File: src/rtl/rom_loader.sv
// ============================================================================
//  Module      : rom_loader
//  Description : Serial boot loader that fills the instruction ROM from a
//                length-prefixed byte stream while holding the CPU in reset.
//  Revision    : 1.0 - initial release
// ============================================================================
`default_nettype none

module rom_loader #(
  parameter int ADDR_WIDTH     = 15,
  parameter int TIMEOUT_CYCLES = 1000000
) (
  input  logic                  clk,
  input  logic                  reset,
  input  logic [7:0]            rx_data,
  input  logic                  rx_valid,
  input  logic                  reload,
  output logic [ADDR_WIDTH-1:0] rom_addr,
  output logic [15:0]           rom_wdata,
  output logic                  rom_we,
  output logic                  cpu_reset,
  output logic                  done,
  output logic                  error
);

  localparam int          C_IDX_W     = ADDR_WIDTH + 1;
  localparam int          C_TMR_W     = $clog2(TIMEOUT_CYCLES + 1);
  localparam logic [C_TMR_W-1:0] C_TIMEOUT = C_TMR_W'(TIMEOUT_CYCLES);
  localparam logic [31:0] C_MAX_WORDS = 32'd1 << ADDR_WIDTH;

  typedef enum logic [2:0] {
    CNT_HI = 3'd0,
    CNT_LO = 3'd1,
    W_HI   = 3'd2,
    W_LO   = 3'd3,
    DONE   = 3'd4,
    ERROR  = 3'd5
  } state_t;

  state_t               r_state;
  logic [15:0]          r_count;
  logic [C_IDX_W-1:0]   r_idx;
  logic [7:0]           r_hi;
  logic [C_TMR_W-1:0]   r_tmr;
  logic                 r_fin;

  state_t               w_state_nxt;
  logic [15:0]          w_count_nxt;
  logic [C_IDX_W-1:0]   w_idx_nxt;
  logic [7:0]           w_hi_nxt;
  logic [C_TMR_W-1:0]   w_tmr_nxt;
  logic                 w_fin_nxt;
  logic                 w_we_nxt;
  logic [ADDR_WIDTH-1:0] w_addr_nxt;
  logic [15:0]          w_wdata_nxt;

  logic [15:0]          w_n;
  logic [C_TMR_W-1:0]   w_tmr_inc;
  logic                 w_timeout;
  logic [31:0]          w_idx_inc32;

  assign w_n         = {r_count[15:8], rx_data};
  assign w_tmr_inc   = r_tmr + 1'b1;
  // A byte arriving on the expiry cycle takes precedence over the timeout.
  assign w_timeout   = !rx_valid && (w_tmr_inc == C_TIMEOUT);
  assign w_idx_inc32 = 32'(r_idx) + 32'd1;

  always_comb begin
    w_state_nxt = r_state;
    w_count_nxt = r_count;
    w_idx_nxt   = r_idx;
    w_hi_nxt    = r_hi;
    w_tmr_nxt   = rx_valid ? '0 : w_tmr_inc;
    w_fin_nxt   = r_fin;
    w_we_nxt    = 1'b0;
    w_addr_nxt  = rom_addr;
    w_wdata_nxt = rom_wdata;

    case (r_state)
      CNT_HI: begin
        w_tmr_nxt = '0;
        if (rx_valid) begin
          w_count_nxt[15:8] = rx_data;
          w_state_nxt       = CNT_LO;
        end
      end
      CNT_LO: begin
        if (rx_valid) begin
          w_count_nxt = w_n;
          if (w_n == 16'd0) begin
            w_state_nxt = DONE;
          end else if ({16'd0, w_n} > C_MAX_WORDS) begin
            w_state_nxt = ERROR;
          end else begin
            w_idx_nxt   = '0;
            w_state_nxt = W_HI;
          end
        end else if (w_timeout) begin
          w_state_nxt = ERROR;
        end
      end
      W_HI: begin
        if (rx_valid) begin
          w_hi_nxt    = rx_data;
          w_state_nxt = W_LO;
        end else if (w_timeout) begin
          w_state_nxt = ERROR;
        end
      end
      W_LO: begin
        // r_fin marks the cycle the final write is on the bus; DONE follows it.
        if (r_fin) begin
          w_fin_nxt   = 1'b0;
          w_state_nxt = DONE;
        end else if (rx_valid) begin
          w_we_nxt    = 1'b1;
          w_wdata_nxt = {r_hi, rx_data};
          w_addr_nxt  = r_idx[ADDR_WIDTH-1:0];
          w_idx_nxt   = r_idx + 1'b1;
          if (w_idx_inc32 == {16'd0, r_count}) begin
            w_fin_nxt = 1'b1;
          end else begin
            w_state_nxt = W_HI;
          end
        end else if (w_timeout) begin
          w_state_nxt = ERROR;
        end
      end
      DONE, ERROR: begin
        w_tmr_nxt = '0;
        if (reload) begin
          w_state_nxt = CNT_HI;
        end
      end
      default: begin
        w_state_nxt = CNT_HI;
        w_tmr_nxt   = '0;
        w_fin_nxt   = 1'b0;
      end
    endcase
  end

  always_ff @(posedge clk) begin
    if (reset) begin
      r_state   <= CNT_HI;
      r_count   <= '0;
      r_idx     <= '0;
      r_hi      <= '0;
      r_tmr     <= '0;
      r_fin     <= 1'b0;
      rom_addr  <= '0;
      rom_wdata <= '0;
      rom_we    <= 1'b0;
      cpu_reset <= 1'b1;
      done      <= 1'b0;
      error     <= 1'b0;
    end else begin
      r_state   <= w_state_nxt;
      r_count   <= w_count_nxt;
      r_idx     <= w_idx_nxt;
      r_hi      <= w_hi_nxt;
      r_tmr     <= w_tmr_nxt;
      r_fin     <= w_fin_nxt;
      rom_addr  <= w_addr_nxt;
      rom_wdata <= w_wdata_nxt;
      rom_we    <= w_we_nxt;
      cpu_reset <= (w_state_nxt != DONE);
      done      <= (w_state_nxt == DONE);
      error     <= (w_state_nxt == ERROR);
    end
  end

endmodule

`default_nettype wire

File: config.mk
export PLATFORM = sky130hd
export DESIGN_NAME = rom_loader
export DESIGN_NICKNAME = d
export VERILOG_FILES = /design/src/rtl/rom_loader.sv
export SDC_FILE = /design/constraint.sdc
export NUM_CORES = 1
export LEC_CHECK = 0
export BUFFER_PORTS_ARGS = -buffer_cell sky130_fd_sc_hd__buf_2
export CORE_MARGIN = 3
export CORE_UTILIZATION = 65
export CTS_BUF_LIST = sky130_fd_sc_hd__clkbuf_8
export DETAILED_ROUTE_END_ITERATION = 10
export MAX_ROUTING_LAYER = met4
export PLACE_DENSITY = 0.94
export SETUP_SLACK_MARGIN = 0.02
export SYNTH_ARGS = -nofsm -noshare
export SYNTH_HDL_FRONTEND = slang
export SYNTH_SLANG_ARGS = --single-unit
File: constraint.sdc
create_clock -name clk -period 3.6 [get_ports clk]
set_clock_uncertainty 0.2 [all_clocks]
set_input_delay 0.36 -clock clk [delete_from_list [all_inputs] [get_ports clk]]
set_output_delay 0.36 -clock clk [all_outputs]
set_load 0.01 [all_outputs]
==> flow_metrics.tcl, run 1 <==
set metrics [dict create \
    yosysUniqueCellTypes 62 \
    yosysSeqAreaShare 0.409 \
    endpoint_kind "flip-flop" \
    cts.sinks 99 \
    layout_common_cells "nand2_1, dfxtp_1, a21oi_1, nor2_1, buf_2" \
    slowest_delay_ns 0.80 \
    critPathMostFrequentCell "or3_1" \
    die_height_um 92.4 \
    status "completed" \
    clkLatencyLatePin_ns 0.37 \
    syn-instance-count 630 \
    ant_nets 0 \
    powerDensity_nw_per_um2 371 \
    finalHoldViolCount 0 \
    fillers 549 \
    synth-seq-cells 99 \
    setup_viol 0 \
    cts_setup_buffers 0 \
    synth_top_cell_by_area "dfxtp_1" \
    required_ns 3.69 \
    rows 30 \
    tightest_slew_ns 0.960 \
    r2r-start "r_state[1]$_SDFF_PP0_" \
    final_common_cell "nand2_1" \
    drc_errors 0 \
    path_cells "inv_1 -> nor2_1 -> nand2_1 -> or3_1 -> buf_4 -> or3_1 -> a21oi_1" \
    dr.pass1.iters 5 \
    synthFlopType "dfxtp_1" \
    antenna_found_initial 0 \
    period_needed_ns 3.17 \
    crit_arrival_ns 3.26 \
    hpwl_um 8320 \
    drt_iter0_drc 479 \
    hold_start "rx_data[7]" \
    worst_slew_margin_rel 0.360 \
    synth.area.top_cells "dfxtp_1, nand2_1, a21oi_1, xnor2_1, nor2_1" \
    syn_nets 645 \
    clk_path_buf_depth 2 \
    place_congestion 0.962 \
    antenna_cells 0 \
    slowest_stage "or3_1" \
    use_met1 0.368 \
    synth_warnings 0 \
    grt_use_met2 0.500 \
    slew_viol_final 0 \
    cts_buffers 9 \
    grt_pass1_wl_um 20100 \
    grt-ovfl-total 0 \
    fin_crit_sh 0.881 \
    synth.cell_area_um2 4850 \
    async_flop_share 0 \
    grt_max_degree 76 \
    rrSetupSlack_ns 0.43 \
    min_path_cells 3 \
    cts_resized 0 \
    initial_utilization 0.691 \
    vias_per_cell 6.08 \
    finalNetCount 666 \
    cp_max_fo 27 \
    tns_ns 0 \
    min_to "r_count[7]$_SDFFE_PP0P_" \
    drv_cap 0 \
    grtUsageMet3 0.0341 \
    ioPinCount 47 \
    vias 4571 \
    p_leak_uw 0.00181 \
    dieWidth_um 92.4 \
    core_um2 7020 \
    path_class "reg -> reg" \
    h-tree-depth 3 \
    hold_path_class "in -> reg" \
    portBuffers 46 \
    r2r_end "r_idx[3]$_SDFFE_PP0P_" \
    yosys.area.top_type_share 0.409 \
    rsz0062_at_grt "false" \
    cts_hold_buf 0 \
    cts-root-buf "clkbuf_8" \
    synth-edff-count 0 \
    critPathLaunchType "flip-flop" \
    die-area_um2 8540 \
    reg2regPathDepth 7 \
    drive_above_1_share 0.130 \
    clock.fmax_ghz 0.315 \
    wl_um 12200 \
    clk_pin_slew_ns 0.11 \
    vdd_drop_max_uv 315 \
    areaGrowthSynthToFinish_pct 8.54 \
    avgSynthCellArea_um2 7.70 \
    wire_per_inst_um 16.2 \
    cts_tree "built" \
    grt_util_all_layers 0.296 \
    busiest_layer "met2" \
    final_core_util 0.750 \
    grt_pass1_vias 4239 \
]
-- metal layers --
metal | up-vias | share of wire
li1 | 2216 | -
met1 | 2134 | 0.42
met2 | 202 | 0.50
met3 | 19 | 0.068
met4 | 0 | 0.013
met5 | - | 0
-- critical path: cells and delay by family (launching register included) --
family,cells,cell delay (ns)
AND/OR/NAND/NOR,4,1.63
AO/OA/AOI/OAI,1,0.17
flip-flops,1,0.52
buffers and inverters,2,0.56
-- how the worst max path moves through the flow --
stage	depth (start not counted)	slack, ns	end	startpoint
after CTS	7	0.49	r_idx[3]$_SDFFE_PP0P_	r_state[1]$_SDFF_PP0_
after detailed placement	7	0.52	r_idx[3]$_SDFFE_PP0P_	r_state[1]$_SDFF_PP0_
after floorplan	9	1.14	done$_SDFF_PP0_	r_idx[1]$_SDFFE_PP0P_
after global routing	7	0.24	r_idx[3]$_SDFFE_PP0P_	r_state[1]$_SDFF_PP0_
after global placement	7	0.63	r_idx[3]$_SDFFE_PP0P_	r_state[1]$_SDFF_PP0_
final	7	0.43	r_idx[3]$_SDFFE_PP0P_	r_state[1]$_SDFF_PP0_
-- sequential cells by signal (all words and copies together) (netlist names), 3 cells and up --
register	cells
r_state	3
rom_addr	15
r_tmr	20
rom_wdata	16
r_count	16
r_idx	16
r_hi	8
-- cells by family after synthesis --
logic type	after synthesis	share of synthesized area
xor gates and xnor gates	41	0.0756
DFF	99	0.409
and+or+nand+nor	296	0.288
AOI/OAI and AO/OA	135	0.167
adders and majority gates	3	0.00774
muxes	4	0.00851
buffers and inverters	52	0.0446
-- cells in the mapped netlist (all sizes together), types with 2 or more instances --
library cell,count
and3,9
o2111ai,2
or4,4
xor2,9
nand3,20
o21ai,21
o211ai,2
and2,3
clkinv,2
buf,16
ha,3
nor2b,3
nand3b,4
nor3b,2
xnor2,32
a311oi,6
a41oi,2
dfxtp,99
nand2b,3
and4,6
a21oi,76
clkbuf,26
a211oi,7
o211a,2
mux2i,3
a2111oi,2
a32oi,4
nand2,142
or3,7
nor3,15
nor4,8
nor2,56
and3b,2
inv,8
a31oi,2
nand4,10
-- layout make-up --
class | instances | area, um^2 | area share
well taps | 96 | 120 | 0.0228
clock inverters | 7 | 68.8 | 0.0131
repair buffers | 52 | 275 | 0.0523
multi-input cells | 479 | 2660 | 0.505
flip-flops and latches | 99 | 1980 | 0.376
clock buffers | 9 | 124 | 0.0235
inverters | 10 | 37.5 | 0.00713
-- where the power goes --
group | total, uW | switching (uW) | internal [uW] | leakage [uW]
logic | 117 | 77.4 | 39.4 | 0.000914
registers | 1130 | 19.4 | 1110 | 0.000799
clock network | 710 | 438 | 272 | 0.0000933
total | 1950 | 535 | 1420 | 0.00181
-- stage by stage --
stage                     cells  instance area, um^2  power [uW]  hold WS [ns]  worst slack (ns)
after global placement      736                 5070        1260         0.239             0.634
after floorplan             630                 4850        1220         0.232              1.14
final                       752                 5270        1950        0.0679             0.428
after global routing        752                 5270        2010        0.0662             0.241
after CTS                   752                 5270        1950        0.0636             0.491
after detailed placement    736                 5070        1260         0.246             0.522
Power figures use the tool's default switching activity.
==> run 2, diff against run 1 <==
PLACE_DENSITY = 0.9   (was 0.94)
SKIP_CTS_REPAIR_TIMING = 1   (was default)
==> flow_metrics.tcl, run 2 (synthesis results as in run 1) <==
set metrics [dict create \
    status "completed" \
    die-area_um2 8540 \
    grt_util_all_layers 0.279 \
    hold_start "rx_data[6]" \
    min_path_cells 3 \
    rrSetupSlack_ns 0.49 \
    wl_um 11500 \
    top_layer "met4" \
    rsz0062_at_grt "false" \
    crit_arrival_ns 3.20 \
    powerDensity_nw_per_um2 370 \
    vias_per_cell 6.07 \
    clk_pin_slew_ns 0.11 \
    cts-root-buf "clkbuf_8" \
    largest_register "r_tmr" \
    hpwl_um 8050 \
    place_congestion 0.968 \
    reg2regPathDepth 6 \
    final_core_util 0.751 \
    required_ns 3.69 \
    grt-ovfl-total 0 \
    path_class "reg -> reg" \
    grt_max_degree 42 \
    clock.fmax_ghz 0.322 \
    p_leak_uw 0.00182 \
    tns_ns 0 \
    wire_per_inst_um 15.3 \
    min_to "rom_wdata[6]$_SDFFE_PP0P_" \
    design_area_um2 5270 \
    finalNetCount 666 \
    ant_nets 0 \
    worst_slew_margin_rel 0.423 \
    cts_tree "built" \
    grt_pass1_wl_um 18900 \
    wl_met1_um 5070 \
    final_common_cell "nand2_1" \
    fin_crit_sh 0.864 \
    fillers 568 \
    layout_common_cells "nand2_1, dfxtp_1, a21oi_1, nor2_1, buf_2" \
    portBuffers 46 \
    initial_utilization 0.691 \
    die_height_um 92.4 \
    wl_met2_um 5430 \
    wl_met3_um 863 \
    largest_reg_flops 20 \
    grt_pass1_vias 3949 \
    antenna_cells 0 \
    vdd_drop_max_uv 438 \
    period_needed_ns 3.11 \
    dieWidth_um 92.4 \
    r2r-start "r_state[1]$_SDFF_PP0_" \
    drive_above_1_share 0.130 \
    clk_path_buf_depth 2 \
    ioPinCount 47 \
    setup_viol 0 \
    vias 4563 \
    cp_max_fo 25 \
    antenna_found_initial 0 \
    areaGrowthSynthToFinish_pct 8.69 \
    tightest_slew_ns 0.865 \
    r2r_end "r_idx[15]$_SDFFE_PP0P_" \
    cts_buffers 9 \
    finalHoldViolCount 0 \
    endpoint_kind "flip-flop" \
    core_um2 7020 \
    dr.pass1.iters 5 \
    cts.sinks 99 \
    placed_cell_area_um2 5070 \
    drc_errors 0 \
    clkLatencyLatePin_ns 0.37 \
    drv_cap 0 \
    rows 30 \
    drt_iter0_drc 383 \
    critPathLaunchType "flip-flop" \
    slew_viol_final 0 \
    h-tree-depth 3 \
    hold_path_class "in -> reg" \
]
[run 2: layer usage]
layer / track usage / up-vias
met5: - / -
met4: 0.0928 / 0
met3: 0.0569 / 18
met2: 0.419 / 204
met1: 0.378 / 2124
li1: - / 2217
[run 2: cell type report]
type | count | area (um^2) | area share
flip-flops and latches | 99 | 1980 | 0.376
repair buffers | 52 | 275 | 0.0522
clock buffers | 9 | 124 | 0.0235
clock inverters | 7 | 76.3 | 0.0145
inverters | 10 | 37.5 | 0.00712
well taps | 96 | 120 | 0.0228
multi-input cells | 479 | 2660 | 0.504
[run 2: critical path: stages, from the launching register on]
cell,delay (ns)
dfxtp_1,0.54
inv_1,0.20
nor2_1,0.25
nand2_1,0.27
or3_1,0.77
or4_1,0.63
a21oi_1,0.17
[run 2: report_power, final]
group	total [uW]	leakage [uW]	internal, uW	switching, uW
Clock	710	0.000102	275	435
Sequential	1130	0.000799	1110	19.8
Combinational	116	0.000914	39.3	76.4
Total	1950	0.00182	1420	531
[run 2: worst max path at each step]
stage	start	endpoint	slack, ns	depth (start not counted)
3_3_place_gp	r_state[1]$_SDFF_PP0_	r_idx[15]$_SDFFE_PP0P_	0.74	6
4_1_cts	r_state[1]$_SDFF_PP0_	r_idx[15]$_SDFFE_PP0P_	0.53	6
6_report	r_state[1]$_SDFF_PP0_	r_idx[15]$_SDFFE_PP0P_	0.49	6
3_5_place_dp	r_state[1]$_SDFF_PP0_	r_idx[15]$_SDFFE_PP0P_	0.60	6
5_1_grt	r_state[1]$_SDFF_PP0_	r_idx[15]$_SDFFE_PP0P_	0.28	6
2_1_floorplan	r_idx[1]$_SDFFE_PP0P_	done$_SDFF_PP0_	1.14	9
[run 2: per-stage QoR]
stage	setup slack, ns	hold WS (ns)	total power [uW]	std cells
3_3_place_gp	0.741	0.238	1260	736
5_1_grt	0.282	0.0517	2020	752
4_1_cts	0.530	0.0559	1960	752
3_5_place_dp	0.599	0.244	1260	736
6_report	0.490	0.0677	1950	752
2_1_floorplan	1.14	0.232	1220	630
==> run 3, diff against run 2 <==
--- a/config.mk
+++ b/config.mk
@@ -13,3 +13,3 @@
 export MAX_ROUTING_LAYER = met4
-export PLACE_DENSITY = 0.9
+export PLACE_DENSITY = 0.86
 export SETUP_SLACK_MARGIN = 0.02
==> constraint.sdc (replaced) <==
create_clock -name clk -period 3.6 [get_ports clk]
set_clock_uncertainty 0.2 [all_clocks]
set_input_delay 0.18 -clock clk [delete_from_list [all_inputs] [get_ports clk]]
set_output_delay 0.18 -clock clk [all_outputs]
set_load 0.01 [all_outputs]
==> flow_metrics.tcl, run 3 (synthesis results as in run 1) <==
set metrics [dict create \
    largest_register "r_tmr" \
    drc_errors 0 \
    antenna_cells 0 \
    drive_above_1_share 0.131 \
    crit_arrival_ns 3.13 \
    endpoint_kind "flip-flop" \
    r2r-start "r_state[1]$_SDFF_PP0_" \
    cts.sinks 99 \
    clk_pin_slew_ns 0.10 \
    clock.fmax_ghz 0.330 \
    antenna_found_initial 0 \
    cts-root-buf "clkbuf_8" \
    cts_buffers 9 \
    hold_path_class "in -> reg" \
    die-area_um2 8540 \
    reg2regPathDepth 7 \
    setup_viol 0 \
    initial_utilization 0.691 \
    wire_per_inst_um 15.7 \
    areaGrowthSynthToFinish_pct 11.2 \
    grt_pass1_vias 4168 \
    ant_nets 0 \
    die_height_um 92.4 \
    powerDensity_nw_per_um2 376 \
    grt_pass1_wl_um 19700 \
    hpwl_um 8210 \
    p_leak_uw 0.00186 \
    rows 30 \
    r2r_end "r_idx[3]$_SDFFE_PP0P_" \
    period_needed_ns 3.03 \
    grt_util_all_layers 0.290 \
    tns_ns 0 \
    worst_slew_margin_rel 0.416 \
    critPathLaunchType "flip-flop" \
    core_um2 7020 \
    vdd_drop_max_uv 337 \
    rrSetupSlack_ns 0.57 \
    dieWidth_um 92.4 \
    largest_reg_flops 20 \
    wl_um 11900 \
    ioPinCount 47 \
    place_congestion 0.920 \
    layout_common_cells "nand2_1, dfxtp_1, a21oi_1, nor2_1, buf_2" \
    tightest_slew_ns 0.869 \
    cp_max_fo 18 \
    min_path_cells 2 \
    hold_start "reset" \
    cts_tree "built" \
    status "completed" \
    drt_iter0_drc 322 \
    rsz0062_at_grt "false" \
    dr.pass1.iters 5 \
    fin_crit_sh 0.842 \
    path_class "reg -> reg" \
    grt-ovfl-total 0 \
    required_ns 3.70 \
    h-tree-depth 3 \
    fillers 517 \
    power_uw 2030 \
    drv_cap 0 \
    clkLatencyLatePin_ns 0.38 \
    finalHoldViolCount 0 \
    slew_viol_final 0 \
    portBuffers 46 \
    finalNetCount 675 \
    clk_path_buf_depth 2 \
    vias 4578 \
    grt_max_degree 58 \
    vias_per_cell 6.02 \
    final_common_cell "nand2_1" \
    min_to "rom_we$_SDFF_PP0_" \
]
run 3: metrics by stage:
step / instance area, um^2 / cells / worst slack (ns) / hold WS [ns] / util
global route: 5390 / 761 / 0.425 / 0.0251 / 0.768
detailed placement: 5090 / 737 / 0.683 / 0.245 / 0.725
floorplan: 4850 / 630 / 1.14 / 0.116 / -
global placement: 5090 / 737 / 0.779 / 0.238 / 0.725
finish: 5390 / 761 / 0.569 / 0.00951 / 0.768
CTS: 5310 / 753 / 0.642 / -0.115 / 0.757
run 3: metal layers:
metal / share of wire / track usage
met2: 0.49 / 0.469
met5: 0 / -
met3: 0.075 / 0.0609
met4: 0.024 / 0.0916
met1: 0.41 / 0.365
run 3: where the power goes:
part | switching, uW | internal, uW | total (uW)
combinational | 78.8 | 44.9 | 124
clock | 433 | 346 | 779
sequential | 19.0 | 1110 | 1130
total | 531 | 1500 | 2030
run 3: final cells by class:
type / count / area [um^2] / area share
multi-input combinational: 479 / 2660 / 0.494
sequential: 99 / 1980 / 0.368
timing repair buffer: 61 / 363 / 0.0673
clock buffer: 9 / 124 / 0.0230
tap: 96 / 120 / 0.0223
clock inverter: 7 / 103 / 0.0190
inverter: 10 / 37.5 / 0.00696
run 3: worst max path at each step:
stage,start,to,slack (ns)
after floorplan,r_idx[1]$_SDFFE_PP0P_,done$_SDFF_PP0_,1.14
after global placement,r_state[1]$_SDFF_PP0_,r_idx[3]$_SDFFE_PP0P_,0.78
after detailed placement,r_state[1]$_SDFF_PP0_,r_idx[3]$_SDFFE_PP0P_,0.68
after CTS,r_state[1]$_SDFF_PP0_,r_idx[3]$_SDFFE_PP0P_,0.64
after global routing,r_state[1]$_SDFF_PP0_,r_idx[3]$_SDFFE_PP0P_,0.42
final,r_state[1]$_SDFF_PP0_,r_idx[3]$_SDFFE_PP0P_,0.57
run 3: critical path, cell delays in order, from the launching register on:
cell and delay (ns):
dfxtp_1 0.53, inv_1 0.21, nor2_1 0.25, nand2_1 0.28, or3_1 0.70, buf_4 0.31
or3_1 0.34, a21oi_1 0.13
